===== src/rtl/button_debounce.sv =====
// Push-button conditioner: two-flop synchronizer, counter/FSM bounce filter,
// registered press pulse, debounced level and wrapping press counter.
module button_debounce #(
  parameter int DEBOUNCE_CYCLES = 4,
  parameter int CNT_W           = 3
) (
  input  logic       sClk,
  input  logic       sReset,
  input  logic       sRawButton,
  output logic       sButton,
  output logic       sButtonLevel,
  output logic [7:0] sPressCount
);

  typedef enum logic [1:0] {
    IDLE         = 2'd0,
    PRESS_WAIT   = 2'd1,
    PRESSED      = 2'd2,
    RELEASE_WAIT = 2'd3
  } state_t;

  localparam logic [CNT_W-1:0] CNT_ZERO = '0;
  localparam logic [CNT_W-1:0] CNT_ONE  = CNT_W'(1);
  localparam logic [CNT_W-1:0] CNT_LAST = CNT_W'(DEBOUNCE_CYCLES - 1);

  state_t           state_r;
  state_t           state_s;
  logic [CNT_W-1:0] cnt_r;
  logic [CNT_W-1:0] cnt_s;
  logic             sync1_r;
  logic             sync2_r;
  logic             press_s;
  logic             release_s;

  // Two-flop synchronizer for the asynchronous raw button line.
  always_ff @(posedge sClk or posedge sReset) begin
    if (sReset) begin
      sync1_r <= 1'b0;
      sync2_r <= 1'b0;
    end else begin
      sync1_r <= sRawButton;
      sync2_r <= sync1_r;
    end
  end

  // Debounce FSM state and consecutive-sample counter registers.
  always_ff @(posedge sClk or posedge sReset) begin
    if (sReset) begin
      state_r <= IDLE;
      cnt_r   <= CNT_ZERO;
    end else begin
      state_r <= state_s;
      cnt_r   <= cnt_s;
    end
  end

  // Next-state, counter update and press/release event decode.
  always_comb begin
    state_s   = state_r;
    cnt_s     = cnt_r;
    press_s   = 1'b0;
    release_s = 1'b0;
    case (state_r)
      IDLE: begin
        if (sync2_r) begin
          state_s = PRESS_WAIT;
          cnt_s   = CNT_ONE;
        end else begin
          cnt_s   = CNT_ZERO;
        end
      end
      PRESS_WAIT: begin
        if (!sync2_r) begin
          state_s = IDLE;
          cnt_s   = CNT_ZERO;
        end else if (cnt_r == CNT_LAST) begin
          state_s = PRESSED;
          cnt_s   = CNT_ZERO;
          press_s = 1'b1;
        end else begin
          cnt_s   = cnt_r + CNT_ONE;
        end
      end
      PRESSED: begin
        if (!sync2_r) begin
          state_s = RELEASE_WAIT;
          cnt_s   = CNT_ONE;
        end else begin
          cnt_s   = cnt_r;
        end
      end
      RELEASE_WAIT: begin
        // A single high sample means the release was bounce: back to held.
        if (sync2_r) begin
          state_s   = PRESSED;
          cnt_s     = CNT_ZERO;
        end else if (cnt_r == CNT_LAST) begin
          state_s   = IDLE;
          cnt_s     = CNT_ZERO;
          release_s = 1'b1;
        end else begin
          cnt_s     = cnt_r + CNT_ONE;
        end
      end
      default: begin
        state_s = IDLE;
        cnt_s   = CNT_ZERO;
      end
    endcase
  end

  // Registered outputs driven from the accepted press/release events.
  always_ff @(posedge sClk or posedge sReset) begin
    if (sReset) begin
      sButton      <= 1'b0;
      sButtonLevel <= 1'b0;
      sPressCount  <= 8'd0;
    end else begin
      sButton <= press_s;
      if (press_s) begin
        sButtonLevel <= 1'b1;
        sPressCount  <= sPressCount + 8'd1;
      end else if (release_s) begin
        sButtonLevel <= 1'b0;
        sPressCount  <= sPressCount;
      end else begin
        sButtonLevel <= sButtonLevel;
        sPressCount  <= sPressCount;
      end
    end
  end

endmodule


===== config.mk =====
export PLATFORM = sky130hd
export DESIGN_NAME = button_debounce
export DESIGN_NICKNAME = d
export VERILOG_FILES = /design/src/rtl/button_debounce.sv
export SDC_FILE = /design/constraint.sdc
export NUM_CORES = 1
export LEC_CHECK = 0
export BUFFER_PORTS_ARGS = -buffer_cell sky130_fd_sc_hd__clkbuf_2
export CAP_MARGIN = 20
export CORE_MARGIN = 4
export CORE_UTILIZATION = 56
export DETAILED_ROUTE_END_ITERATION = 6
export PLACE_DENSITY = 0.87
export SLEW_MARGIN = 20
export SYNTH_ARGS = -nofsm -noshare
export SYNTH_HDL_FRONTEND = slang
export SYNTH_SLANG_ARGS = --single-unit

===== constraint.sdc =====
create_clock -name sClk -period 2.3 [get_ports sClk]
set_input_delay 0.575 -clock sClk [delete_from_list [all_inputs] [get_ports sClk]]
set_output_delay 0.575 -clock sClk [all_outputs]
set_load 0.01 [all_outputs]

==> run metrics <==
RR Endpoint sPressCount[3]$_DFFE_PP0P_; number of post-CTS setup repair buffers 0; num rows 13; Hold Fails Final Rpt 0; post_cts resized 0; DR iter-0 viols 8; IO buf count 12; DR pass1 iterations 4; fin crit share 0.631; share of layout cells above drive strength 1 0.218; clk sinks 17; hold buffers post-CTS 0; CP peak stage delay 0.43 ns; Min-Delay Path Class in2async; syn_nets 70; slowest CP cell dfrtp_1; drt drc 0; Worst Path Arrival 0.88 ns; die area 2030 um2; DIE WIDTH 45.0 um; DR vias/cell 5.25; initial antenna violation count 0; clk_skew 0.000949 ns; first-pass GRT wire length 1990 um; Slew Viols, Final 0; worst-path cell chain clkbuf_2; placer congestion estimate 0.745; clk_lat worst skew 0.27 ns; initial core utilization 0.589; final cell utilization of the core 0.657; max cap viols 0; die height 45.0 um; TritonCTS clock tree done; routed len/inst 13.5 um; Cell Pwr Density 855 nW/um2; Ys Warns 0; Mapped Area 767 um2; post-route ant nets 0; syn_area_per_cell 11.8 um2; Critical Path RT 1.73 ns; Layout Nets 84; vias 488; delay-heaviest family, CP flip-flops; n_diodes 0; most common cell after layout, fill and taps aside dfrtp_1; synthesized instance count 65; Reg2Reg Setup Slack 0.93 ns; Max Root-Sink Buffers 2; vias in the first global route 455; status finished, final reports clean; Reg2Reg Depth 4; Synth cell types 25; htree depth 1; largest net degree at the start of global routing 18; RR Startpoint cnt_r[0]$_DFFE_PP0P_; Seq cells post-synth 17; VDD IR max 0.692 mV; Rel. slew slack 0.587; total track usage 0.138; post-DP HPWL 938 um; post-route minimum period 1.45 ns; IO Pins 13; CP endpoint kind output port; clk slew on worst S/H paths 0.09 ns; fmax 0.689 GHz; gr ovfl total 0; CORE AREA 1300 um2; total negative slack 0 ns; Post-Place Worst Slack 0.928 ns; CTS Buf Count 3; commonest cells after routing, fill and taps aside dfrtp_1 (17), clkbuf_2 (12), xnor2_1 (5), nand2_1 (4); endpoints failing setup 0; Routed WL 1260 um; Startpoint Class flop; sequential share of the synthesized area 0.555; root buf cell clkbuf_4; WS Path Type reg2out; Slew @ Worst Pin 0.619 ns; worst-path maximum fanout 5; Buf/Inv on CP 1; leak pwr 0.421 nW; final setup margin 0.849 ns; unrepaired setup endpoints after global routing no; Area growth, synth to finish 11.4%; Fillers 106
==> cell families (layout without fill, tap and decap cells) <==
family,after synthesis,count (layout),share of synthesized area
multiplexers,1,1,0.0147
AO/OA/AOI/OAI,9,9,0.0767
flip-flops,17,17,0.555
XOR/XNOR,8,8,0.0914
adder cells (fa/ha/maj),2,2,0.0326
buffers and inverters,5,18,0.0326
AND/OR/NAND/NOR,23,23,0.197
==> metrics by stage <==
step / area (um2) / instances / hold WS, ns / power (mW)
5_1_grt: 855 / 93 / 0.371 / 0.781
2_1_floorplan: 767 / 65 / 0.331 / 0.543
3_3_place_gp: 828 / 89 / 0.345 / 0.578
6_report: 855 / 93 / 0.337 / 0.731
3_5_place_dp: 828 / 89 / 0.352 / 0.583
4_1_cts: 855 / 93 / 0.356 / 0.736
==> cell type report <==
class,count,area [um2],area share
timing repair buffer,12,60.1,0.0703
multi-input combinational,43,317,0.370
sequential,17,425,0.498
inverter,2,7.51,0.00878
tap,15,18.8,0.0220
clock buffer,4,26.3,0.0307
==> layer usage <==
layer  up-vias  global-route usage  part of all wire
met3         2              0.0359             0.034
met2         6               0.226              0.47
met4         0              0.0351            0.0079
met5         -                   0                 0
met1       231               0.183              0.49
li1        249                   -                 -
==> power by group <==
part / switching (mW) / internal (mW)
sequential: 0.0610 / 0.348
combinational: 0.0871 / 0.0821
clock: 0.0854 / 0.0671
total: 0.234 / 0.497
==> worst max-delay path by stage <==
stage / from / endpoint / slack (ns) / cells after the start
6_report: sPressCount[0]$_DFFE_PP0P_ / sPressCount[0] / 0.85 / 1
5_1_grt: sPressCount[0]$_DFFE_PP0P_ / sPressCount[0] / 0.78 / 1
4_1_cts: sPressCount[0]$_DFFE_PP0P_ / sPressCount[0] / 0.84 / 1
3_5_place_dp: cnt_r[0]$_DFFE_PP0P_ / sPressCount[3]$_DFFE_PP0P_ / 0.93 / 4
3_3_place_gp: cnt_r[0]$_DFFE_PP0P_ / sPressCount[3]$_DFFE_PP0P_ / 0.98 / 4
2_1_floorplan: cnt_r[0]$_DFFE_PP0P_ / sPressCount[3]$_DFFE_PP0P_ / 0.97 / 5
==> cells in the mapped netlist, drive strengths merged <==
cell type | n | area (um2)
and4 | 2 | 17.5
nand2b | 1 | 6.26
dfrtp | 17 | 425
and3b | 1 | 8.76
o21bai | 1 | 7.51
nor2 | 1 | 11.3
a21oi | 2 | 10.0
xnor2 | 5 | 43.8
and2b | 1 | 7.51
nand3 | 2 | 10.0
and4b | 1 | 10.0
o21ai | 3 | 15.0
nand3b | 2 | 15.0
o2bb2ai | 2 | 17.5
mux2 | 1 | 11.3
xor2 | 3 | 26.3
and2 | 3 | 18.8
buf | 3 | 17.5
ha | 2 | 25.0
nand4 | 3 | 18.8
nor2b | 2 | 12.5
inv | 2 | 7.51
nand2 | 4 | 15.0
a32oi | 1 | 8.76
==> state kept, by name, summed over array words and instances (netlist names), named ones only <==
signal	cells
sync1_r	1
state_r	1
cnt_r	3
sButton	1
sPressCount	8
sButtonLevel	1
sync2_r	1
No activity file was read; power rests on OpenSTA's default activity.
